$ cat src/rtl/regfile_sb_if.sv
// Operand read, issue, write-back and scoreboard status bundle for regfile_sb.
// master = pipeline (decode/issue/write-back), slave = register file.
interface regfile_sb_if #(
  parameter int XLEN = 32,
  parameter int NREG = 32,
  parameter int AW   = $clog2(NREG)
);
  logic [AW-1:0]   rs1_addr;
  logic [AW-1:0]   rs2_addr;
  logic            rs1_use;
  logic            rs2_use;
  logic [XLEN-1:0] rs1_data;
  logic [XLEN-1:0] rs2_data;
  logic            iss_valid;
  logic            iss_rd_we;
  logic [AW-1:0]   iss_rd;
  logic            stall;
  logic            wb_we;
  logic [AW-1:0]   wb_addr;
  logic [XLEN-1:0] wb_data;
  logic            flush;
  logic [AW:0]     busy_cnt;

  modport master (
    output rs1_addr, rs2_addr, rs1_use, rs2_use,
    output iss_valid, iss_rd_we, iss_rd,
    output wb_we, wb_addr, wb_data, flush,
    input  rs1_data, rs2_data, stall, busy_cnt
  );

  modport slave (
    input  rs1_addr, rs2_addr, rs1_use, rs2_use,
    input  iss_valid, iss_rd_we, iss_rd,
    input  wb_we, wb_addr, wb_data, flush,
    output rs1_data, rs2_data, stall, busy_cnt
  );
endinterface

$ cat src/rtl/regfile_sb.sv
// Integer register file with write-back bypass and per-register busy scoreboard.
// Decode reads two operands combinationally; issue sets busy, write-back clears it.
module regfile_sb #(
  parameter int XLEN     = 32,
  parameter int NREG     = 32,
  parameter int AW       = $clog2(NREG),
  parameter int BYPASS   = 1,
  parameter int ZERO_REG = 1
) (
  input  logic        clk,
  input  logic        rst,
  regfile_sb_if.slave rf
);

  logic [XLEN-1:0] regs [NREG];
  logic [NREG-1:0] busy;
  logic [NREG-1:0] busy_nxt;
  logic [AW:0]     busy_cnt_q;
  logic [AW:0]     cnt_nxt;

  logic rs1_fwd, rs2_fwd, rd_fwd;
  logic rs1_busy_eff, rs2_busy_eff, rd_busy_eff;
  logic stall;
  logic issue_set;

  function automatic logic is_x0(input logic [AW-1:0] a);
    return (ZERO_REG != 0) && (a == '0);
  endfunction

  // A same-cycle write-back to a busy register both forwards its data and
  // hides the busy bit, so the consumer can issue without a bubble.
  always_comb begin
    rs1_fwd      = (BYPASS != 0) && rf.wb_we && (rf.wb_addr == rf.rs1_addr);
    rs2_fwd      = (BYPASS != 0) && rf.wb_we && (rf.wb_addr == rf.rs2_addr);
    rd_fwd       = (BYPASS != 0) && rf.wb_we && (rf.wb_addr == rf.iss_rd);
    rs1_busy_eff = busy[rf.rs1_addr] && !rs1_fwd && !is_x0(rf.rs1_addr);
    rs2_busy_eff = busy[rf.rs2_addr] && !rs2_fwd && !is_x0(rf.rs2_addr);
    rd_busy_eff  = busy[rf.iss_rd]   && !rd_fwd  && !is_x0(rf.iss_rd);
    stall        = rf.iss_valid && !rf.flush &&
                   ((rf.rs1_use   && rs1_busy_eff) ||
                    (rf.rs2_use   && rs2_busy_eff) ||
                    (rf.iss_rd_we && rd_busy_eff));
    issue_set    = rf.iss_valid && !stall && rf.iss_rd_we && !is_x0(rf.iss_rd);
  end

  assign rf.stall    = stall;
  assign rf.rs1_data = is_x0(rf.rs1_addr) ? '0 :
                       rs1_fwd            ? rf.wb_data : regs[rf.rs1_addr];
  assign rf.rs2_data = is_x0(rf.rs2_addr) ? '0 :
                       rs2_fwd            ? rf.wb_data : regs[rf.rs2_addr];
  assign rf.busy_cnt = busy_cnt_q;

  // Set is applied after clear so a new producer keeps ownership of rd.
  always_comb begin
    busy_nxt = busy;
    if (rf.flush) begin
      busy_nxt = '0;
    end else begin
      if (rf.wb_we)
        busy_nxt[rf.wb_addr] = 1'b0;
      if (issue_set)
        busy_nxt[rf.iss_rd] = 1'b1;
    end
  end

  always_comb begin
    cnt_nxt = '0;
    for (int i = 0; i < NREG; i++)
      cnt_nxt = cnt_nxt + (AW+1)'(busy_nxt[i]);
  end

  always_ff @(posedge clk or posedge rst) begin
    if (rst) begin
      busy       <= '0;
      busy_cnt_q <= '0;
    end else begin
      busy       <= busy_nxt;
      busy_cnt_q <= cnt_nxt;
    end
  end

  always_ff @(posedge clk or posedge rst) begin
    if (rst) begin
      for (int i = 0; i < NREG; i++)
        regs[i] <= '0;
    end else if (rf.wb_we && !is_x0(rf.wb_addr)) begin
      regs[rf.wb_addr] <= rf.wb_data;
    end
  end

endmodule

$ cat src/flat_wrapper.sv
// flat-port wrapper written by rule: the top's interface ports become plain ports
module regfile_sb_flat 
#(
  parameter int XLEN     = 32,
  parameter int NREG     = 32,
  parameter int AW       = $clog2(NREG),
  parameter int BYPASS   = 1,
  parameter int ZERO_REG = 1
)
  (clk, rst, rf_rs1_addr, rf_rs2_addr, rf_rs1_use, rf_rs2_use, rf_iss_valid, rf_iss_rd_we, rf_iss_rd, rf_wb_we, rf_wb_addr, rf_wb_data, rf_flush, rf_rs1_data, rf_rs2_data, rf_stall, rf_busy_cnt);
  regfile_sb_if #(.XLEN(XLEN), .NREG(NREG), .AW(AW)) rf_i ();
  input  logic clk;
  input  logic rst;
  input wire logic [$bits(rf_i.rs1_addr)-1:0] rf_rs1_addr;
  input wire logic [$bits(rf_i.rs2_addr)-1:0] rf_rs2_addr;
  input wire logic [$bits(rf_i.rs1_use)-1:0] rf_rs1_use;
  input wire logic [$bits(rf_i.rs2_use)-1:0] rf_rs2_use;
  input wire logic [$bits(rf_i.iss_valid)-1:0] rf_iss_valid;
  input wire logic [$bits(rf_i.iss_rd_we)-1:0] rf_iss_rd_we;
  input wire logic [$bits(rf_i.iss_rd)-1:0] rf_iss_rd;
  input wire logic [$bits(rf_i.wb_we)-1:0] rf_wb_we;
  input wire logic [$bits(rf_i.wb_addr)-1:0] rf_wb_addr;
  input wire logic [$bits(rf_i.wb_data)-1:0] rf_wb_data;
  input wire logic [$bits(rf_i.flush)-1:0] rf_flush;
  output wire logic [$bits(rf_i.rs1_data)-1:0] rf_rs1_data;
  output wire logic [$bits(rf_i.rs2_data)-1:0] rf_rs2_data;
  output wire logic [$bits(rf_i.stall)-1:0] rf_stall;
  output wire logic [$bits(rf_i.busy_cnt)-1:0] rf_busy_cnt;
  assign rf_i.rs1_addr = rf_rs1_addr;
  assign rf_i.rs2_addr = rf_rs2_addr;
  assign rf_i.rs1_use = rf_rs1_use;
  assign rf_i.rs2_use = rf_rs2_use;
  assign rf_i.iss_valid = rf_iss_valid;
  assign rf_i.iss_rd_we = rf_iss_rd_we;
  assign rf_i.iss_rd = rf_iss_rd;
  assign rf_i.wb_we = rf_wb_we;
  assign rf_i.wb_addr = rf_wb_addr;
  assign rf_i.wb_data = rf_wb_data;
  assign rf_i.flush = rf_flush;
  assign rf_rs1_data = rf_i.rs1_data;
  assign rf_rs2_data = rf_i.rs2_data;
  assign rf_stall = rf_i.stall;
  assign rf_busy_cnt = rf_i.busy_cnt;
  regfile_sb #(.XLEN(XLEN), .NREG(NREG), .AW(AW), .BYPASS(BYPASS), .ZERO_REG(ZERO_REG)) u_core (.clk(clk), .rst(rst), .rf(rf_i));
endmodule
$ cat config.mk
export PLATFORM = sky130hd
export DESIGN_NAME = regfile_sb_flat
export DESIGN_NICKNAME = d
export VERILOG_FILES = /design/src/rtl/regfile_sb_if.sv /design/src/rtl/regfile_sb.sv /design/src/flat_wrapper.sv
export SDC_FILE = /design/constraint.sdc
export NUM_CORES = 2
export LEC_CHECK = 0
export ABC_AREA = 0
export BUFFER_PORTS_ARGS = -buffer_cell sky130_fd_sc_hd__buf_2
export CAP_MARGIN = 20
export CORE_ASPECT_RATIO = 1.5
export CORE_MARGIN = 4
export CORE_UTILIZATION = 69
export CTS_CLUSTER_DIAMETER = 80
export DETAILED_ROUTE_END_ITERATION = 8
export PLACE_DENSITY_LB_ADDON = 0.25
export SLEW_MARGIN = 20
export SYNTH_ARGS = -nofsm -noshare
export SYNTH_HDL_FRONTEND = slang
export SYNTH_SLANG_ARGS = --single-unit
$ cat constraint.sdc
create_clock -name clk -period 60.9 [get_ports clk]
set_input_delay 6.09 -clock clk [delete_from_list [all_inputs] [get_ports clk]]
set_output_delay 6.09 -clock clk [all_outputs]
set_load 0.02 [all_outputs]
After elaboration in Yosys (flattened, before gate mapping)
Cells that the tools add are included.
{"block": "word_totals", "inputBits": 60, "word_cells": 147, "reg_bits": 1062}
{"block": "op_classes", "order_cmp": 10, "bitwise": 6, "n_mux": 27, "n_reduce_logical": 36, "eq_ne": 3, "n_addsub": 31}
{"cell": "$bwmux 1024", "n": 1}
{"cell": "$mux 32", "n": 13}
{"cell": "$bmux 32 s5", "n": 2}
{"cell": "$add 6x1->6", "n": 30}
{"cell": "$demux 32 s5", "n": 1}
{"cell": "$and 32x32->32", "n": 1}
{"cell": "$not 32->32", "n": 1}
{"cell": "$or 32x32->32", "n": 1}
{"cell": "$lt 5x6->1 const B", "n": 4}
{"cell": "$logic_and 1x1->1", "n": 21}
{"cell": "$logic_not 5->1", "n": 4}
{"cell": "$ge 6x6->1 const B", "n": 3}
{"cell": "$not 5->6", "n": 3}
{"cell": "$bmux 1 s5", "n": 3}
{"cell": "$eq 5x5->1", "n": 3}
{"cell": "$demux 1 s5", "n": 2}
{"cell": "$ge 5x1->1 const B", "n": 2}
{"cell": "$logic_not 1->1", "n": 9}
{"cell": "$lt 6x1->1 const B", "n": 1}
{"cell": "$mux 1", "n": 5}
{"cell": "$add 1x1->2", "n": 1}
{"cell": "$logic_or 1x1->1", "n": 2}

Logic depth before layout (Yosys ltp)
{"block": "depth", "ltp_word": 46, "depth_mapped": 25, "ltp_nobuf": 23}

Least setup slack after synthesis
OpenSTA, ideal clock, no wires.
{"block": "synth_timing", "path_type": "in2out", "startpoint": "input rf_rs1_addr[0]", "endpoint": "output rf_rs1_data[12]", "required_ns": 54.810, "path_stages": 10, "t_arrival_ns": 8.337, "path_slack_ns": 46.473, "cell_sequence": "buf_4 -> buf_4 -> buf_2 -> buf_2 -> buf_2 -> mux4_2 -> a211oi_1 -> a21oi_1 -> o211ai_1 -> o21ai_0"}
{"block": "synth_via", "elab_chain_cells": 6, "elab_cells_between_ends": 9, "cone_classes": "eq/ne: 1; mux: 5; bitwise: 1; reduce/logical: 2"}
{"element": "from (decl)", "line_no": "flat_wrapper.sv:14", "text": "input wire logic [$bits(rf_i.rs1_addr)-1:0] rf_rs1_addr;"}
{"element": "$not 5->6 (implied by the code)", "line_no": "regfile_sb.sv:48", "text": "rs1_fwd ? rf.wb_data : regs[rf.rs1_addr];"}
{"element": "$bmux 32 s5", "line_no": "regfile_sb.sv:48"}
{"element": "$mux 32 (implied by the code) (2 in series)", "line_no": "regfile_sb.sv:48"}
{"element": "$mux 32", "line_no": "regfile_sb.sv:48"}
{"element": "$mux 32 (*)", "line_no": "regfile_sb.sv:47", "text": "assign rf.rs1_data = is_x0(rf.rs1_addr) ? '0 :"}
{"element": "to (decl)", "line_no": "flat_wrapper.sv:25", "text": "output wire logic [$bits(rf_i.rs1_data)-1:0] rf_rs1_data;"}
Every way passes the cells marked *; elsewhere a longest branch is shown, timed or not. The select of a mux whose other input is x is not followed.

Worst setup path after layout
{"block": "layout_timing", "startpoint": "input rf_rs2_addr[0]", "endpoint": "output rf_rs2_data[2]"}
{"block": "layout_via", "elab_chain_cells": 6, "elab_cells_between_ends": 9, "cone_classes": "eq/ne: 1; mux: 5; bitwise: 1; reduce/logical: 2"}
{"element": "from (decl)", "line_no": "flat_wrapper.sv:15", "text": "input wire logic [$bits(rf_i.rs2_addr)-1:0] rf_rs2_addr;"}
{"element": "$not 5->6 (implied by the code)", "line_no": "regfile_sb.sv:50", "text": "rs2_fwd ? rf.wb_data : regs[rf.rs2_addr];"}
{"element": "$bmux 32 s5", "line_no": "regfile_sb.sv:50"}
{"element": "$mux 32 (implied by the code) (2 in series)", "line_no": "regfile_sb.sv:50"}
{"element": "$mux 32", "line_no": "regfile_sb.sv:50"}
{"element": "$mux 32 (*)", "line_no": "regfile_sb.sv:49", "text": "assign rf.rs2_data = is_x0(rf.rs2_addr) ? '0 :"}
{"element": "to (decl)", "line_no": "flat_wrapper.sv:26", "text": "output wire logic [$bits(rf_i.rs2_data)-1:0] rf_rs2_data;"}
Marked as above.

==> parameters.txt <==
Parameter                              Value

Status
  Run status    finished clean

Floorplanning
  Ports placed on the boundary    131
  Number of placement rows    130
  Die Area    89400 um^2
  Initial core utilization    0.696
  Die span in y    approximately 360 um
  Die Width    around 250 um
  Core box area    83900 um^2

Setup path
  Worst path cell trace    buf_8, buf_4, buf_4, buf_4, mux4_2, mux4_2, mux2i_1, a211oi_1, buf_2
  Critical path startpoint category    input pin
  Startpoint of the worst setup timing path    rf_rs2_addr[0]
  Required time at the endpoint of the critical path    54810 ps
  Slowest stage cell on the critical path    sky130_fd_sc_hd__buf_4
  Most frequent cell on the critical path    sky130_fd_sc_hd__buf_4
  Sort of element at the end of the critical path    output pin
  Largest stage delay on the critical path    850 ps
  Largest fanout on the critical path    71
  Worst R2R Start    u_core.busy[12]
  Critical path type    input pin to output pin
  Arr. time, crit path    10940 ps

Logic synthesis
  Flip-flop cell with the highest count after synthesis    sky130_fd_sc_hd__dfrtp_1
  Register bit total from synthesis    1062
  Post-synthesis net count    3833
  Netlist cell types    60
  Warnings, synthesis    0
  Mapped Area    58400 um^2
  Share of synthesized flip-flops with an asynchronous set or reset    1.00
  Average instance area after synthesis    15.6 um^2
  Sequential share of the synthesized area    0.455
  Synthesized instance count    3741
  Number of flops mapped to enable cells by yosys    0

CTS
  Htree depth    3
  Clock root buffer master    sky130_fd_sc_hd__clkbuf_16
  TritonCTS clock tree    yes
  Hold_buf cts    0
  Clock transition at the registers of the reported paths    60 ps
  CTS buffer count    between 90 and 100
  TritonCTS sink count    ~1100
  CTS max path bufs    3
  Post-CTS sizing    0
  Number of buffers inserted by post-CTS setup repair    0
  Clock latency at the later pin of the worst-skew pair    700 ps

Final layout
  Final net count    3704
  Filler cell count in the final layout    4996
  Layout overhead on the synthesized area    7.94%
  Highest-count cells in the layout ignoring fill and taps    1062 x sky130_fd_sc_hd__dfrtp_1, 999 x sky130_fd_sc_hd__mux2_2, 632 x sky130_fd_sc_hd__mux4_2
  Post-route non-filler standard cell count    4818
  Share of final-layout standard cells stronger than drive strength 1    0.558
  Post-route core utilization    0.751
  Most frequent standard cell in the layout excluding fill and tap cells    sky130_fd_sc_hd__dfrtp_1

Timing
  Worst hold-check slack    397 ps
  Maximum achievable frequency    ~60 MHz
  Slew Viols, Final    0
  Final hold violation count    0
  Worst-case clock skew    13.4 ps
  Actual transition at the worst max-transition pin    1200 ps
  Final setup fails    0
  Tightest slew margin relative to the limit    0.202
  RSZ-0062 raised after global routing    no
  Shortest clock period the worst path allows after layout    about 17000 ps
  Crit share post-route    0.280
  TNS Setup    0 ps

Drt
  Detailed-route vias per instance    7.63
  First-pass DRT Iterations    7
  # DRC    0
  Detail Route Antenna Nets    0
  Number of DRC violations after detailed-routing iteration 0    4144
  Via count    between 30000 and 40000
  Routed wirelength normalized by instance count    34.8 um
  WL final    168000 um

GRT
  Wire length of the first global-routing pass    between 200000 and 300000 um
  Pin count of the biggest net entering global routing    209
  GR Overflow Total    0
  Number of global-route vias before repair    39900
  Initial antenna violation count    4
  Overall fraction of global-route tracks in use    0.383

Power and ir drop
  Leakage    27.1 nW
  Maximum VDD drop    ~0.000033 V
  Overall power after layout    0.00204 W
  Power density over cell area    around 32 nW/um^2

Run
  Max-cap violations    0

Min path
  Startpoint of the worst hold path    u_core.regs[994]
  Path category of the worst min-delay check    flop to flop

Placement
  Global placer's final weighted congestion    roughly 0.9
  DP HPWL    89700 um
  Count of buffers inserted at the top-level ports    130
  Placed insts    4630
-- sequential cells by signal (all words and copies together), names as in the netlist --
name / cells
u_core.busy: 32
u_core.regs: 1024
u_core.rf.busy_cnt: 6
-- routing by layer --
| layer | GRT usage | part of all wire | wire (um) | vias to the layer above |
|---|---|---|---|---|
| met2 | 0.620 | 0.49 | 82900 | 2234 |
| met5 | 0 | 0.000095 | 16 | - |
| met1 | 0.493 | 0.35 | 58800 | 19700 |
| met4 | 0.213 | 0.065 | 10900 | 2 |
| met3 | 0.0815 | 0.090 | 15100 | 599 |
| li1 | - | - | - | 14200 |
-- per-stage QoR --
step	setup slack [ps]	cell area, um^2
final	43870	63000
after global placement	43720	59400
after floorplan	24920	58400
after global routing	43350	63000
after CTS	43650	62900
after detailed placement	43650	59400
-- synthesized netlist by cell type, types with 7 or more instances --
library cell,instances,share of area
sky130_fd_sc_hd__dfrtp_1,1062,0.46
sky130_fd_sc_hd__mux2_2,999,0.19
sky130_fd_sc_hd__mux4_2,632,0.24
sky130_fd_sc_hd__clkbuf_1,283,0.018
sky130_fd_sc_hd__mux2i_1,111,0.019
sky130_fd_sc_hd__buf_2,68,0.0058
sky130_fd_sc_hd__nor2_1,58,0.0037
sky130_fd_sc_hd__a211oi_1,56,0.0072
sky130_fd_sc_hd__buf_1,54,0.0035
sky130_fd_sc_hd__o21ai_0,42,0.0036
sky130_fd_sc_hd__nand2_1,41,0.0026
sky130_fd_sc_hd__a21oi_1,35,0.0030
sky130_fd_sc_hd__inv_1,34,0.0022
sky130_fd_sc_hd__buf_4,27,0.0035
sky130_fd_sc_hd__fa_1,24,0.0082
sky130_fd_sc_hd__nand3b_1,23,0.0030
sky130_fd_sc_hd__nor2b_1,18,0.0019
sky130_fd_sc_hd__nand3_1,16,0.0014
sky130_fd_sc_hd__xor2_1,13,0.0020
sky130_fd_sc_hd__nor3_1,12,0.0010
sky130_fd_sc_hd__o21a_1,12,0.0015
sky130_fd_sc_hd__or3b_2,12,0.0018
sky130_fd_sc_hd__o21ai_1,10,0.00086
sky130_fd_sc_hd__ha_1,8,0.0017
sky130_fd_sc_hd__nor3b_1,7,0.00090
sky130_fd_sc_hd__o31ai_1,7,0.00090
-- cell type report --
class / count / area [um^2] / area share
antenna: 3 / 7.51 / 0.000119
clock buffer: 132 / 2820 / 0.0448
clock inverter: 49 / 628 / 0.00997
inverter: 35 / 141 / 0.00224
multi-input combinational: 2211 / 30100 / 0.477
sequential: 1062 / 26600 / 0.422
tap: 1122 / 1400 / 0.0223
timing repair buffer: 204 / 1380 / 0.0219
-- worst max-delay path: cells and delay by family --
| family | cells | cell delay, ps |
|---|---|---|
| buffers and inverters | 5 | 3270 |
| muxes | 3 | 1370 |
| AOI/OAI and AO/OA | 1 | 110 |
-- cells by family (layout without fill, tap and decap cells) --
logic type / after synthesis / in the layout / synth area share
muxes: 1743 / 1743 / 0.456
DFF: 1062 / 1062 / 0.455
buffers and inverters: 468 / 420 / 0.0334
and+or+nand+nor: 221 / 221 / 0.0204
AOI/OAI and AO/OA: 197 / 197 / 0.0227
adders and majority gates: 32 / 32 / 0.00994
xor gates and xnor gates: 18 / 18 / 0.00270
other: 0 / 3 / 0
-- power breakdown --
part	total [W]	internal (W)	leakage [nW]	switching (W)
Clock	0.000662	0.000378	1.70	0.000284
Sequential	0.000936	0.000835	13.7	0.000101
Combinational	0.000441	0.000265	11.7	0.000176
-- path summary, 6_finish.rpt --
kind                                         endpoint  slack, ps  cells past startpoint
worst max register to register  u_core.rf.busy_cnt[4]      53800                     22
worst max-delay path                   rf_rs2_data[2]      43870                      9
worst min register to register       u_core.regs[994]        400                      0
min in group asynchronous            u_core.regs[463]       5570                      2
max in group asynchronous             u_core.busy[24]      51410                      6
worst min-delay path                 u_core.regs[994]        400                      0
No activity file was read; power rests on OpenSTA's default activity.
